--- src/rtl/vga_receiver.sv ---
// vga_receiver -- recovers pixel coordinates and frame timing from a VGA bus.
//
// Purpose: sink-side counterpart of the VGA output path. Samples HSYNC/VSYNC
// and RED/GRN/BLU on each px_ce strobe, measures line and frame lengths,
// locks after LOCK_FRAMES consecutive good frames and then re-emits the
// active-area pixels with their (x, y) coordinates.
//
// Optional feature: define FRAME_SUM_EN to build a 16-bit per-frame checksum
// of RED+GRN+BLU over all strobed pixels; otherwise frame_sum is tied to 0.
//
// Ports:
//   clk, rst         system clock, asynchronous active-high reset
//   px_ce            pixel sample strobe (one clk wide)
//   HSYNC, VSYNC     sync inputs, active level SYNC_POL
//   RED, GRN, BLU    10-bit colour components
//   pix_valid        one-clk strobe per active pixel while locked
//   x, y             active pixel column / line of the strobed pixel
//   rgb              {RED,GRN,BLU} of the strobed pixel
//   frame_start      one-clk pulse after each sampled vsync assertion
//   locked           timing lock achieved
//   err_cnt          lock-loss count, saturating at 255
//   frame_sum        per-frame checksum (0 unless FRAME_SUM_EN)
module vga_receiver #(
  parameter int H_ACTIVE    = 640,
  parameter int H_SYNC      = 96,
  parameter int H_BP        = 48,
  parameter int H_TOTAL     = 800,
  parameter int V_ACTIVE    = 480,
  parameter int V_SYNC      = 2,
  parameter int V_BP        = 33,
  parameter int V_TOTAL     = 525,
  parameter int SYNC_POL    = 0,
  parameter int LOCK_FRAMES = 2
) (
  input  logic        clk,
  input  logic        rst,
  input  logic        px_ce,
  input  logic        HSYNC,
  input  logic        VSYNC,
  input  logic [9:0]  RED,
  input  logic [9:0]  GRN,
  input  logic [9:0]  BLU,
  output logic        pix_valid,
  output logic [9:0]  x,
  output logic [9:0]  y,
  output logic [29:0] rgb,
  output logic        frame_start,
  output logic        locked,
  output logic [7:0]  err_cnt,
  output logic [15:0] frame_sum
);

  localparam logic [9:0]  H_ST  = 10'(H_SYNC + H_BP);
  localparam logic [9:0]  H_EN  = 10'(H_SYNC + H_BP + H_ACTIVE - 1);
  localparam logic [9:0]  V_ST  = 10'(V_SYNC + V_BP);
  localparam logic [9:0]  V_EN  = 10'(V_SYNC + V_BP + V_ACTIVE - 1);
  localparam logic [10:0] H_TOT = 11'(H_TOTAL);
  localparam logic [10:0] V_TOT = 11'(V_TOTAL);
  localparam logic [7:0]  LOCK_N = 8'(LOCK_FRAMES);

  typedef enum logic [1:0] {SEARCH, TRACK, LOCKED} state_t;

  function automatic logic [9:0] sat_inc10(input logic [9:0] v);
    return (v == 10'd1023) ? v : v + 10'd1;
  endfunction

  function automatic logic [7:0] sat_inc8(input logic [7:0] v);
    return (v == 8'd255) ? v : v + 8'd1;
  endfunction

  state_t      state, state_nxt;
  logic [7:0]  good_cnt, good_nxt;
  logic        err_inc;
  logic        hs_p0, vs_p0;
  logic [9:0]  h_cnt, v_cnt, h_nxt, v_nxt;
  logic        line_bad;
  logic        hs_a, vs_a, hs_edge, vs_edge;
  logic [10:0] line_len, frame_len;
  logic        bad_line, frame_good, active;

  assign hs_a    = (HSYNC == SYNC_POL[0]);
  assign vs_a    = (VSYNC == SYNC_POL[0]);
  assign hs_edge = hs_a & ~hs_p0;
  assign vs_edge = vs_a & ~vs_p0;

  // Length of the line that ends at this hs edge.
  assign line_len = {1'b0, h_cnt} + 11'd1;
  // The vs edge coincides with the hs edge that closes the last line of the
  // frame, so that line is counted in the frame length.
  assign frame_len  = {1'b0, v_cnt} + 11'(hs_edge);
  assign bad_line   = hs_edge & (line_len != H_TOT);
  assign frame_good = (frame_len == V_TOT) & ~line_bad & ~bad_line;

  // Counter values for the current sample: h_nxt/v_nxt are the coordinates of
  // the pixel being sampled now (pixel 0 of a line coincides with its hs edge).
  assign h_nxt = hs_edge ? 10'd0 : sat_inc10(h_cnt);
  assign v_nxt = vs_edge ? 10'd0 : (hs_edge ? sat_inc10(v_cnt) : v_cnt);
  assign active = (h_nxt >= H_ST) && (h_nxt <= H_EN) &&
                  (v_nxt >= V_ST) && (v_nxt <= V_EN);

  always_comb begin
    state_nxt = state;
    good_nxt  = good_cnt;
    err_inc   = 1'b0;
    if (px_ce) begin
      unique case (state)
        SEARCH: if (vs_edge) begin
          state_nxt = TRACK;
          good_nxt  = 8'd0;
        end
        TRACK: if (vs_edge) begin
          if (frame_good) begin
            good_nxt = good_cnt + 8'd1;
            if (good_cnt + 8'd1 >= LOCK_N) state_nxt = LOCKED;
          end else begin
            good_nxt = 8'd0;
          end
        end
        LOCKED: if ((vs_edge & ~frame_good) | bad_line) begin
          state_nxt = SEARCH;
          err_inc   = 1'b1;
        end
        default: state_nxt = SEARCH;
      endcase
    end
  end

  always_ff @(posedge clk or posedge rst) begin
    if (rst) begin
      state    <= SEARCH;
      good_cnt <= 8'd0;
    end else begin
      state    <= state_nxt;
      good_cnt <= good_nxt;
    end
  end

  // Stage p0: sync history, counters, status; registered pixel outputs.
  always_ff @(posedge clk or posedge rst) begin
    if (rst) begin
      hs_p0       <= 1'b0;
      vs_p0       <= 1'b0;
      h_cnt       <= 10'd0;
      v_cnt       <= 10'd0;
      line_bad    <= 1'b0;
      locked      <= 1'b0;
      err_cnt     <= 8'd0;
      frame_start <= 1'b0;
      pix_valid   <= 1'b0;
      x           <= 10'd0;
      y           <= 10'd0;
      rgb         <= 30'd0;
    end else begin
      pix_valid   <= 1'b0;
      frame_start <= 1'b0;
      if (px_ce) begin
        hs_p0       <= hs_a;
        vs_p0       <= vs_a;
        h_cnt       <= h_nxt;
        v_cnt       <= v_nxt;
        line_bad    <= vs_edge ? 1'b0 : (line_bad | bad_line);
        locked      <= (state_nxt == LOCKED);
        frame_start <= vs_edge;
        if (err_inc) err_cnt <= sat_inc8(err_cnt);
        if (active && state_nxt == LOCKED) begin
          pix_valid <= 1'b1;
          x         <= h_nxt - H_ST;
          y         <= v_nxt - V_ST;
          rgb       <= {RED, GRN, BLU};
        end
      end
    end
  end

`ifdef FRAME_SUM_EN
  logic [15:0] acc;
  logic [15:0] pix_sum;

  assign pix_sum = 16'(rgb[29:20]) + 16'(rgb[19:10]) + 16'(rgb[9:0]);

  // Accumulator restarts at every vs edge so a partial frame never leaks into
  // the next checksum; the result is published only when the frame was locked.
  always_ff @(posedge clk or posedge rst) begin
    if (rst) begin
      acc       <= 16'd0;
      frame_sum <= 16'd0;
    end else if (px_ce && vs_edge) begin
      acc <= 16'd0;
      if (state == LOCKED) frame_sum <= acc + (pix_valid ? pix_sum : 16'd0);
    end else if (pix_valid) begin
      acc <= acc + pix_sum;
    end
  end
`else
  assign frame_sum = 16'd0;
`endif

endmodule

--- config.mk ---
export PLATFORM = sky130hd
export DESIGN_NAME = vga_receiver
export DESIGN_NICKNAME = d
export VERILOG_FILES = /design/src/rtl/vga_receiver.sv
export SDC_FILE = /design/constraint.sdc
export NUM_CORES = 1
export LEC_CHECK = 0
export CAP_MARGIN = 20
export CORE_ASPECT_RATIO = 0.8
export CORE_UTILIZATION = 50
export CTS_CLUSTER_SIZE = 12
export DETAILED_ROUTE_END_ITERATION = 12
export GPL_TIMING_DRIVEN = 0
export PLACE_DENSITY = 0.82
export RECOVER_POWER = 25
export SYNTH_ARGS = -nofsm -noshare
export SYNTH_HDL_FRONTEND = slang
export SYNTH_SLANG_ARGS = --single-unit
--- constraint.sdc ---
create_clock -name clk -period 5.2 [get_ports clk]
set_input_delay 0.78 -clock clk [delete_from_list [all_inputs] [get_ports clk]]
set_output_delay 0.78 -clock clk [all_outputs]
set_load 0.005 [all_outputs]
; Word level (Yosys, flattened, before mapping)
; Index checks and enable logic that the tools add are counted.
[word_totals]
ff_bits = 94
inputBits = 35
out_inout_bits = 77
[classes]
n_addsub = 8
order_cmp = 5
eq_ne = 10
mux = 23
n_bitwise = 16
n_reduce_logical = 9
[op_table]
columns = op, count
row1 = $mux W10, 5
row2 = $mux W8, 3
row3 = $add A10 B1 Y10 const B, 2
row4 = $eq A10 B10 Y1 const B, 2
row5 = $le A10 B10 Y1 const B, 2
row6 = $add A8 B1 Y8 const B, 2
row7 = $pmux W8 S2, 1
row8 = $mux W2, 6
row9 = $add A10 B1 Y11, 1
row10 = $add A10 B1 Y11 const B, 1
row11 = $eq A11 B10 Y1 const B, 1
row12 = $ne A11 B10 Y1 const B, 1
row13 = $ge A10 B6 Y1 const B, 1
row14 = $ge A10 B8 Y1 const B, 1
row15 = $sub A10 B6 Y10 const B, 1
row16 = $sub A10 B8 Y10 const B, 1
row17 = $eq A8 B8 Y1 const B, 1
row18 = $ge A8 B2 Y1 const B, 1
row19 = $not A1 Y1, 8
row20 = $mux W1, 7
row21 = $and A1 B1 Y1, 6
row22 = $pmux W2 S3, 1
row23 = $eq A2 B2 Y1 const B, 2
row24 = $logic_and A1 B1 Y1, 4
row25 = 8 further kinds, 10

; Longest topological paths before layout
; Gate-level depths: netlist (run 1).
[depth]
depth_word = 16
ltp_mapped = 17

; Worst setup path before layout (run 1)
; OpenSTA, ideal clock, no wires.
[synth_timing]
path_kind = input-to-reg
start = input HSYNC
end = register rgb[10]
setup_time_ns = 0.125
arrival_ns = 3.940
slack_ns = 1.135
path_stages = 16
n_path_buf = 4
path_cell_list = or2_1 -> buf_6 -> inv_1 -> buf_1 -> ha_1 -> ha_1 -> nor4b_1 -> o2111ai_1 -> nor2_1 -> nand4b_1 -> o21ai_0 -> nand3b_1 -> or4b_1 -> buf_2 -> buf_6 -> mux2_4
[synth_between]
elab_chain_len = 15
elab_cells_between_ends = 29
[synth_rtl]
columns = element, line_no
row1 = from (decl), 38  ; input logic HSYNC,
row2 = $not A1 Y1 (*), 81  ; assign hs_a = (HSYNC == SYNC_POL[0]);
row3 = $and A1 B1 Y1 (*), 83  ; assign hs_edge = hs_a & ~hs_p0;
row4 = $add A10 B1 Y11, 90  ; assign frame_len = {1'b0, v_cnt} + 11'(hs_edge);
row5 = $eq A11 B10 Y1, 92  ; assign frame_good = (frame_len == V_TOT) & ~line_bad & ~bad_line;
row6 = $and A1 B1 Y1 (2 in series), 92
row7 = $not A1 Y1, 119  ; LOCKED: if ((vs_edge & ~frame_good) | bad_line) begin
row8 = $and A1 B1 Y1, 119
row9 = $or A1 B1 Y1, 119
row10 = $mux W2, 119
row11 = $pmux W2 S3, 106  ; unique case (state)
row12 = $mux W2, 105  ; if (px_ce) begin
row13 = $eq A2 B2 Y1, 165  ; if (active && state_nxt == LOCKED) begin
row14 = $logic_and A1 B1 Y1 (*), 165
row15 = $reduce_and A2 Y1 (no line) (*), -
row16 = to (signal assigned), 169  ; rgb <= {RED, GRN, BLU};
row17 = to (decl), 46  ; output logic [29:0] rgb,
; Mark *: on every way between the ends. The rest lies on a longest branch, timed or not.
; A chain may end at the register's enable or synchronous reset.

; Worst setup path in the final report (run 1)
[layout_timing]
start = input HSYNC
end = register rgb[7]
; The elaborated chain is that of the path after synthesis.

==> results of run 1 <==
-- power by group through the flow --
stage / clock network [mW] / logic [mW] / registers [mW]
after floorplan: 0 / 0.205 / 0.795
after global placement: 0 / 0.271 / 0.804
after detailed placement: 0 / 0.282 / 0.808
after CTS: 0.649 / 0.285 / 0.794
after global routing: 0.679 / 0.321 / 0.798
final: 0.636 / 0.284 / 0.795
-- worst max-delay path, stage by stage --
cell and delay, ns:
clkdlybuf4s50_1 0.47, or2_1 0.28, buf_6 0.16, inv_1 0.15, buf_1 0.38, ha_1 0.25, ha_1 0.23, nor4b_1 0.24
o2111ai_1 0.15, nor2_1 0.23, nand4b_1 0.12, o21ai_0 0.19, nand3b_1 0.14, or4b_1 0.54, buf_2 0.20, buf_6 0.18
mux2_4 0.31
-- layout by cell type (no fill, tap or decap), types with 9 or more instances in the layout --
cell type and instances:
mux2i_1 14, mux2_4 46, conb_1 16, inv_1 17
dfrtp_1 94, nand3_1 17, nor2_1 39, mux2_2 13
nand2_1 44, clkdlybuf4s50_1 93, xnor2_1 16, nand4_1 9
a21oi_1 16, clkbuf_1 14, clkbuf_16 9, nor4_1 9
nor3_1 10, buf_4 16, ha_1 11, o21ai_0 26
xor2_1 12
-- path summary, 6_finish.rpt --
kind / startpoint / to / cells after the start
min in group asynchronous: rst / rgb[25]$_DFFE_PP0P_ / 2
min: err_cnt[7]$_DFFE_PP0P_ / err_cnt[7]$_DFFE_PP0P_ / 1
max: HSYNC / rgb[7]$_DFFE_PP0P_ / 17
min reg2reg: err_cnt[7]$_DFFE_PP0P_ / err_cnt[7]$_DFFE_PP0P_ / 1
max reg2reg: hs_p0$_DFFE_PP0P_ / rgb[7]$_DFFE_PP0P_ / 16
max in group asynchronous: rst / v_cnt[7]$_DFFE_PP0P_ / 3
-- through the flow --
| step | area [µm²] | worst slack [ns] | total power [mW] |
|---|---|---|---|
| after global routing | 6897 | 0.1391 | 1.798 |
| final | 6897 | 0.4386 | 1.715 |
| after global placement | 6604 | 0.1662 | 1.075 |
| after floorplan | 5488 | 1.135 | 0.9990 |
| after CTS | 6920 | 0.4929 | 1.728 |
| after detailed placement | 6634 | 0.1248 | 1.091 |
-- synthesized netlist by cell type, types with 2 or more instances --
| library cell | instances |
|---|---|
| nor4b_1 | 2 |
| a21oi_1 | 16 |
| buf_4 | 16 |
| or4_1 | 2 |
| dfrtp_1 | 94 |
| nand3_1 | 17 |
| inv_1 | 18 |
| xor2_1 | 12 |
| nand2b_1 | 4 |
| mux2_2 | 13 |
| o21ai_0 | 26 |
| buf_6 | 6 |
| xnor2_1 | 16 |
| nor4_1 | 9 |
| mux2i_1 | 14 |
| buf_1 | 3 |
| o32a_1 | 2 |
| and4_1 | 2 |
| nor3_1 | 10 |
| a31oi_1 | 5 |
| o31a_1 | 2 |
| mux2_4 | 46 |
| ha_1 | 11 |
| or3_1 | 5 |
| nand3b_1 | 3 |
| nand2_1 | 44 |
| o21a_1 | 2 |
| o2111ai_1 | 2 |
| clkbuf_1 | 14 |
| o31ai_1 | 6 |
| buf_2 | 6 |
| nor2_1 | 39 |
| nand4bb_1 | 2 |
| and3_1 | 4 |
| nand4_1 | 9 |
| or2_2 | 5 |
| and2_1 | 4 |
| a211oi_1 | 3 |
| nor2b_1 | 2 |
-- area by class of cell --
cell class              count  area [µm²]
fillers                   841        3508
multi-input cells         374        2786
flip-flops and latches     94        2352
repair buffers             95       945.9
plain buffers              45       281.5
clock buffers               9       225.2
well taps                 140       175.2
inverters                  18       68.82
clock inverters             7       61.31
-- metal layers --
layer	global-route usage, %	vias to the layer above	wire length, µm
met4	5.380	0	117
met2	39.42	186	5955
met1	30.98	2106	5670
met5	0	-	0
li1	-	2034	-
met3	6.340	13	823
-- kinds of logic (layout without fill, tap and decap cells) --
group	after synthesis	in the layout
simple gates	170	170
flops	94	94
compound gates	76	76
mux	73	73
buf+inv	63	174
xor+xnor	28	28
fa+ha+maj	11	11
other cells	1	16
-- state kept, by name (all words and copies together) (netlist names), 2 cells and up --
register	count
x	10
h_cnt	10
rgb	30
state	2
y	10
err_cnt	8
v_cnt	10
good_cnt	8
==> results.yml, run 1 <==
clocking:
  clk_path_buf_depth: 2
  cts-htree-levels: 3
  cts.repair.resized: 0
  number_of_post_cts_setup_repair_buffers: 0
  cts_tree: "yes"
  cts_inserted_buffers: 9
  cts_hold_repair.buffers: 0
  clock_tree.root_cell: "clkbuf_16"
  clk_transition_reported_paths_ns: 0.07
  clock_sinks: 94
  clock_latency_on_the_worst_skew_pair_ns: 0.35
timing:
  report.final.slew_viol_count: 74
  slew-limit-headroom_pct: -19.09
  hold_ws_ns: 0.5076
  tightest_slew_ns: 1.786
  minimum_clock_period_ns: 4.761
  timing.setup.tns_ns: 0
  timing.final.hold_violations: 0
  final.setup_skew_ns: 0.008368
  max_freq_ghz: 0.2100
  rsz0062_at_grt: "false"
  final_min_period_over_clock_period_pct: 91.57
  timing.final.setup_violations: 0
power:
  cell_internal_pwr_mw: 1.216
  ir_drop_uv: 199.8
  leakagePower_nw: 3.239
  power_density_nw_per_um2: 248.7
  power_switching_share_pct: 29.10
  power.share.clock_pct: 37.1
  pwr-share-seq_pct: 46.4
  total_switching_power_uw: 499.2
  combPwrFrac_pct: 16.5
synthesis:
  async_reset_ff_share_pct: 100.0
  mux_cell_area_share_after_synthesis_pct: 17.99
  synth_simple_gate_area_share_pct: 15.94
  number_of_unique_standard_cell_types_used_by_synthesis: 59
  synth_top_family_by_area: "multiplexers"
  adder_cell_fraction_of_synth_area_pct: 2.534
  mappedNetlistArea_um2: 5431
  synth_warnings: 0
  library_cell_with_the_largest_summed_area_after_synthesis: "dfrtp_1"
  synthTopCellsByArea: "dfrtp_1, mux2_4, nand2_1, mux2_2, nor2_1"
  synthFlopType: "dfrtp_1"
  synth_compound_area_share_pct: 9.214
  post_synth_top_area_share_pct: 43.31
  synth-xor-area-share_pct: 4.515
  synth_seq_cells: 94
  postSynthAreaPerCell_um2: 10.53
  syn-instance-count: 516
  seq_area_frac_synth_pct: 43.31
  number_of_enable_flip_flop_cells_after_synthesis: 0
grt:
  tot_gr_track_use_pct: 23.63
  first_global_vias: 4106
  antenna_found_initial: 0
  gr-total-overflow: 0
  grt_pass1_wl_mm: 20.85
  grt_start_max_net_pins: 74
setup_path:
  setup.worst_path.class: "input port to register"
  cp.required_ns: 5.43
  critical_path_end_type: "register"
  crit_fanout: 10
  critPathLaunchType: "input port"
  critPathArrivalTime_ns: 4.99
  reg2reg_slack_ns: 0.91
drt:
  final_routed_drc_violation_total: 0
  finalWirelength_mm: 12.57
  number_of_vias_per_cell: 5.549
  drt_pass1_iterations: 5
  wire_length_per_cell_after_detailed_routing_um: 16.07
  overall_via_count_from_detail_route: 4339
  drt_first_iter_violations: 291
  ant_nets: 0
die:
  floorplan.die.height_um: 95.22
  placementRows: 33
  floorplan.die_area_um2: 11290
  initial_utilization_pct: 52.20
  io-pin-count: 112
  placeableCoreArea_um2: 10410
  fp.dieW_um: 118.5
finish:
  final_net_count: 683
  final_cells: 782
  number_of_antenna_cells_inserted: 0
  synthToLayoutAreaGrowth_pct: 26.98
  post_route_cells_drive_above_1_share_pct: 17.91
  layout.core_utilization_pct: 66.28
place:
  portBuffers: 94
  place_inst: 766
  place.detailed.hpwl_mm: 9.008
  gp_routability_congestion: 0.8990
run:
  max-cap-violations: 1
outcome:
  failed_checks: "max-capacitance violations, max-slew violations"
  run_status: "finished with violations"
hold_path:
  class_of_the_worst_hold_path: "register to register"
Note: power is estimated with default switching activity, not from simulation.
==> run 2: changes to the inputs <==
--- a/config.mk
+++ b/config.mk
@@ -10,6 +10,7 @@
 export CORE_UTILIZATION = 50
 export CTS_CLUSTER_SIZE = 12
 export DETAILED_ROUTE_END_ITERATION = 12
+export GPL_ROUTABILITY_DRIVEN = 0
 export GPL_TIMING_DRIVEN = 0
 export PLACE_DENSITY = 0.82
 export RECOVER_POWER = 25
==> results.yml, run 2 (synthesis results as in run 1) <==
timing:
  report.final.slew_viol_count: 64
  timing.final.hold_violations: 0
  timing.setup.tns_ns: 0
  timing.final.setup_violations: 0
  rsz0062_at_grt: "false"
  slew-limit-headroom_pct: -4.668
  minimum_clock_period_ns: 4.873
  tightest_slew_ns: 1.570
  final_critical_path_setup_slack_ns: 0.3271
  max_freq_ghz: 0.2052
  final.setup_skew_ns: 0.005873
  final_min_period_over_clock_period_pct: 93.71
  hold_ws_ns: 0.5054
drt:
  drt_first_iter_violations: 249
  drt_pass1_iterations: 5
  wire_length_per_cell_after_detailed_routing_um: 15.74
  overall_via_count_from_detail_route: 4307
  finalWirelength_mm: 12.29
  final_routed_drc_violation_total: 0
  ant_nets: 0
  number_of_vias_per_cell: 5.515
finish:
  final_net_count: 683
  finish.instance_area_um2: 6883
  final_cells: 781
  mostFrequentLayoutCells: "dfrtp_1, clkdlybuf4s50_1, mux2_4"
  number_of_antenna_cells_inserted: 0
  synthToLayoutAreaGrowth_pct: 26.72
  largest_register_ff_count: 30
  multi_input_area_um2: 2786
  top_register: "rgb"
  post_route_cells_drive_above_1_share_pct: 17.78
  layout_commonest_cell: "dfrtp_1"
  layout.core_utilization_pct: 66.15
  fill_cells: 801
  area_taken_by_flip_flops_and_latches_um2: 2352
place:
  place_inst: 766
  placedInstanceArea_um2: 6634
  place.detailed.hpwl_mm: 8.812
  dp_worst_setup_slack_ns: 0.04350
  portBuffers: 94
clocking:
  clock_sinks: 94
  cts-htree-levels: 3
  number_of_post_cts_setup_repair_buffers: 0
  clk_transition_reported_paths_ns: 0.06
  clock_latency_on_the_worst_skew_pair_ns: 0.34
  cts_tree: "yes"
  clk_path_buf_depth: 2
  cts.repair.resized: 0
  cts_inserted_buffers: 9
  clock_tree.root_cell: "clkbuf_16"
  cts_hold_repair.buffers: 0
setup_path:
  critPathArrivalTime_ns: 5.10
  r2r_start: "hs_p0$_DFFE_PP0P_"
  cp.required_ns: 5.42
  setup.worst_path.class: "input port to register"
  cpMaxStageDelayCell: "or4b_1"
  crit_family: "simple AND/OR/NAND/NOR gates"
  crit_path_end: "rgb[9]$_DFFE_PP0P_"
  rr_endpoint: "rgb[9]$_DFFE_PP0P_"
  buffers_inverters_on_critical_path: 6
  critPathLaunchType: "input port"
  crit_cells: 17
  crit_fanout: 10
  worst_setup_path_startpoint: "HSYNC"
  worstPathCellList: "clkdlybuf4s50_1, or2_1, buf_6, inv_1, buf_1, ha_1, ha_1, nor4b_1, o2111ai_1, nor2_1, nand4b_1, o21ai_0, nand3b_1, or4b_1, buf_2, buf_6, mux2_4"
  ff2ff_path_depth: 16
  critical_path_end_type: "register"
  reg2reg_slack_ns: 0.84
  largest_stage_delay_worst_path_ns: 0.52
die:
  placeableCoreArea_um2: 10410
  fp.dieW_um: 118.5
  initial_utilization_pct: 52.20
  floorplan.die_area_um2: 11290
  placementRows: 33
  io-pin-count: 112
  floorplan.die.height_um: 95.22
outcome:
  failed_checks: "max-capacitance violations, max-slew violations"
  run_status: "finished with violations"
power:
  leakagePower_nw: 3.230
  overall_power_consumption_mw: 1.681
  power_density_nw_per_um2: 244.2
  ir_drop_uv: 169.2
grt:
  antenna_found_initial: 0
  grt_start_max_net_pins: 64
  first_global_vias: 4134
  grt_pass1_wl_mm: 20.34
  tot_gr_track_use_pct: 22.90
  gr-total-overflow: 0
run:
  max-cap-violations: 1
hold_path:
  class_of_the_worst_hold_path: "register to register"
run 2: cell count changes in the layout (fill, tap and decap cells not counted):
cell	previous run	this run
inv_6	3	1
clkinv_4	0	3
inv_8	2	0
run 2: how the worst min path moves through the flow:
stage,start,endpoint,cells past startpoint,slack [ns]
2_1_floorplan,line_bad$_DFFE_PP0P_,line_bad$_DFFE_PP0P_,2,0.46
3_3_place_gp,err_cnt[7]$_DFFE_PP0P_,err_cnt[7]$_DFFE_PP0P_,1,0.48
3_5_place_dp,err_cnt[7]$_DFFE_PP0P_,err_cnt[7]$_DFFE_PP0P_,1,0.48
4_1_cts,err_cnt[7]$_DFFE_PP0P_,err_cnt[7]$_DFFE_PP0P_,1,0.50
5_1_grt,err_cnt[7]$_DFFE_PP0P_,err_cnt[7]$_DFFE_PP0P_,1,0.51
6_report,err_cnt[7]$_DFFE_PP0P_,err_cnt[7]$_DFFE_PP0P_,1,0.51
run 2: power breakdown:
part	internal [mW]	total [mW]	switching, mW	leakage [nW]
Clock	0.324	0.600	0.276	0.132
Sequential	0.755	0.792	0.0377	1.28
Combinational	0.127	0.288	0.161	1.82
Total	1.21	1.68	0.475	3.23
run 2: area by class of cell:
cell class,count,area share [%]
timing repair buffer,95,13.74
clock buffer,9,3.272
tap,140,2.545
sequential,94,34.18
multi-input combinational,374,40.48
inverter,18,0.9998
clock inverter,6,0.6908
buffer,45,4.090
run 2: layer usage:
metal	vias up	track usage (%)	wire length [µm]
met5	-	0	0
li1	2031	-	-
met1	2056	29.94	5592
met4	0	8.544	191
met3	22	4.964	906
met2	198	37.72	5603
run 2: worst register-to-register path, stage by stage (launching register included):
cell and delay [ns]:
dfrtp_1 0.41, or2_1 0.28, buf_6 0.16, inv_1 0.14, buf_1 0.37, ha_1 0.26
ha_1 0.23, nor4b_1 0.28, o2111ai_1 0.16, nor2_1 0.23, nand4b_1 0.12, o21ai_0 0.22
nand3b_1 0.15, or4b_1 0.52, buf_2 0.20, buf_6 0.18, mux2_4 0.31
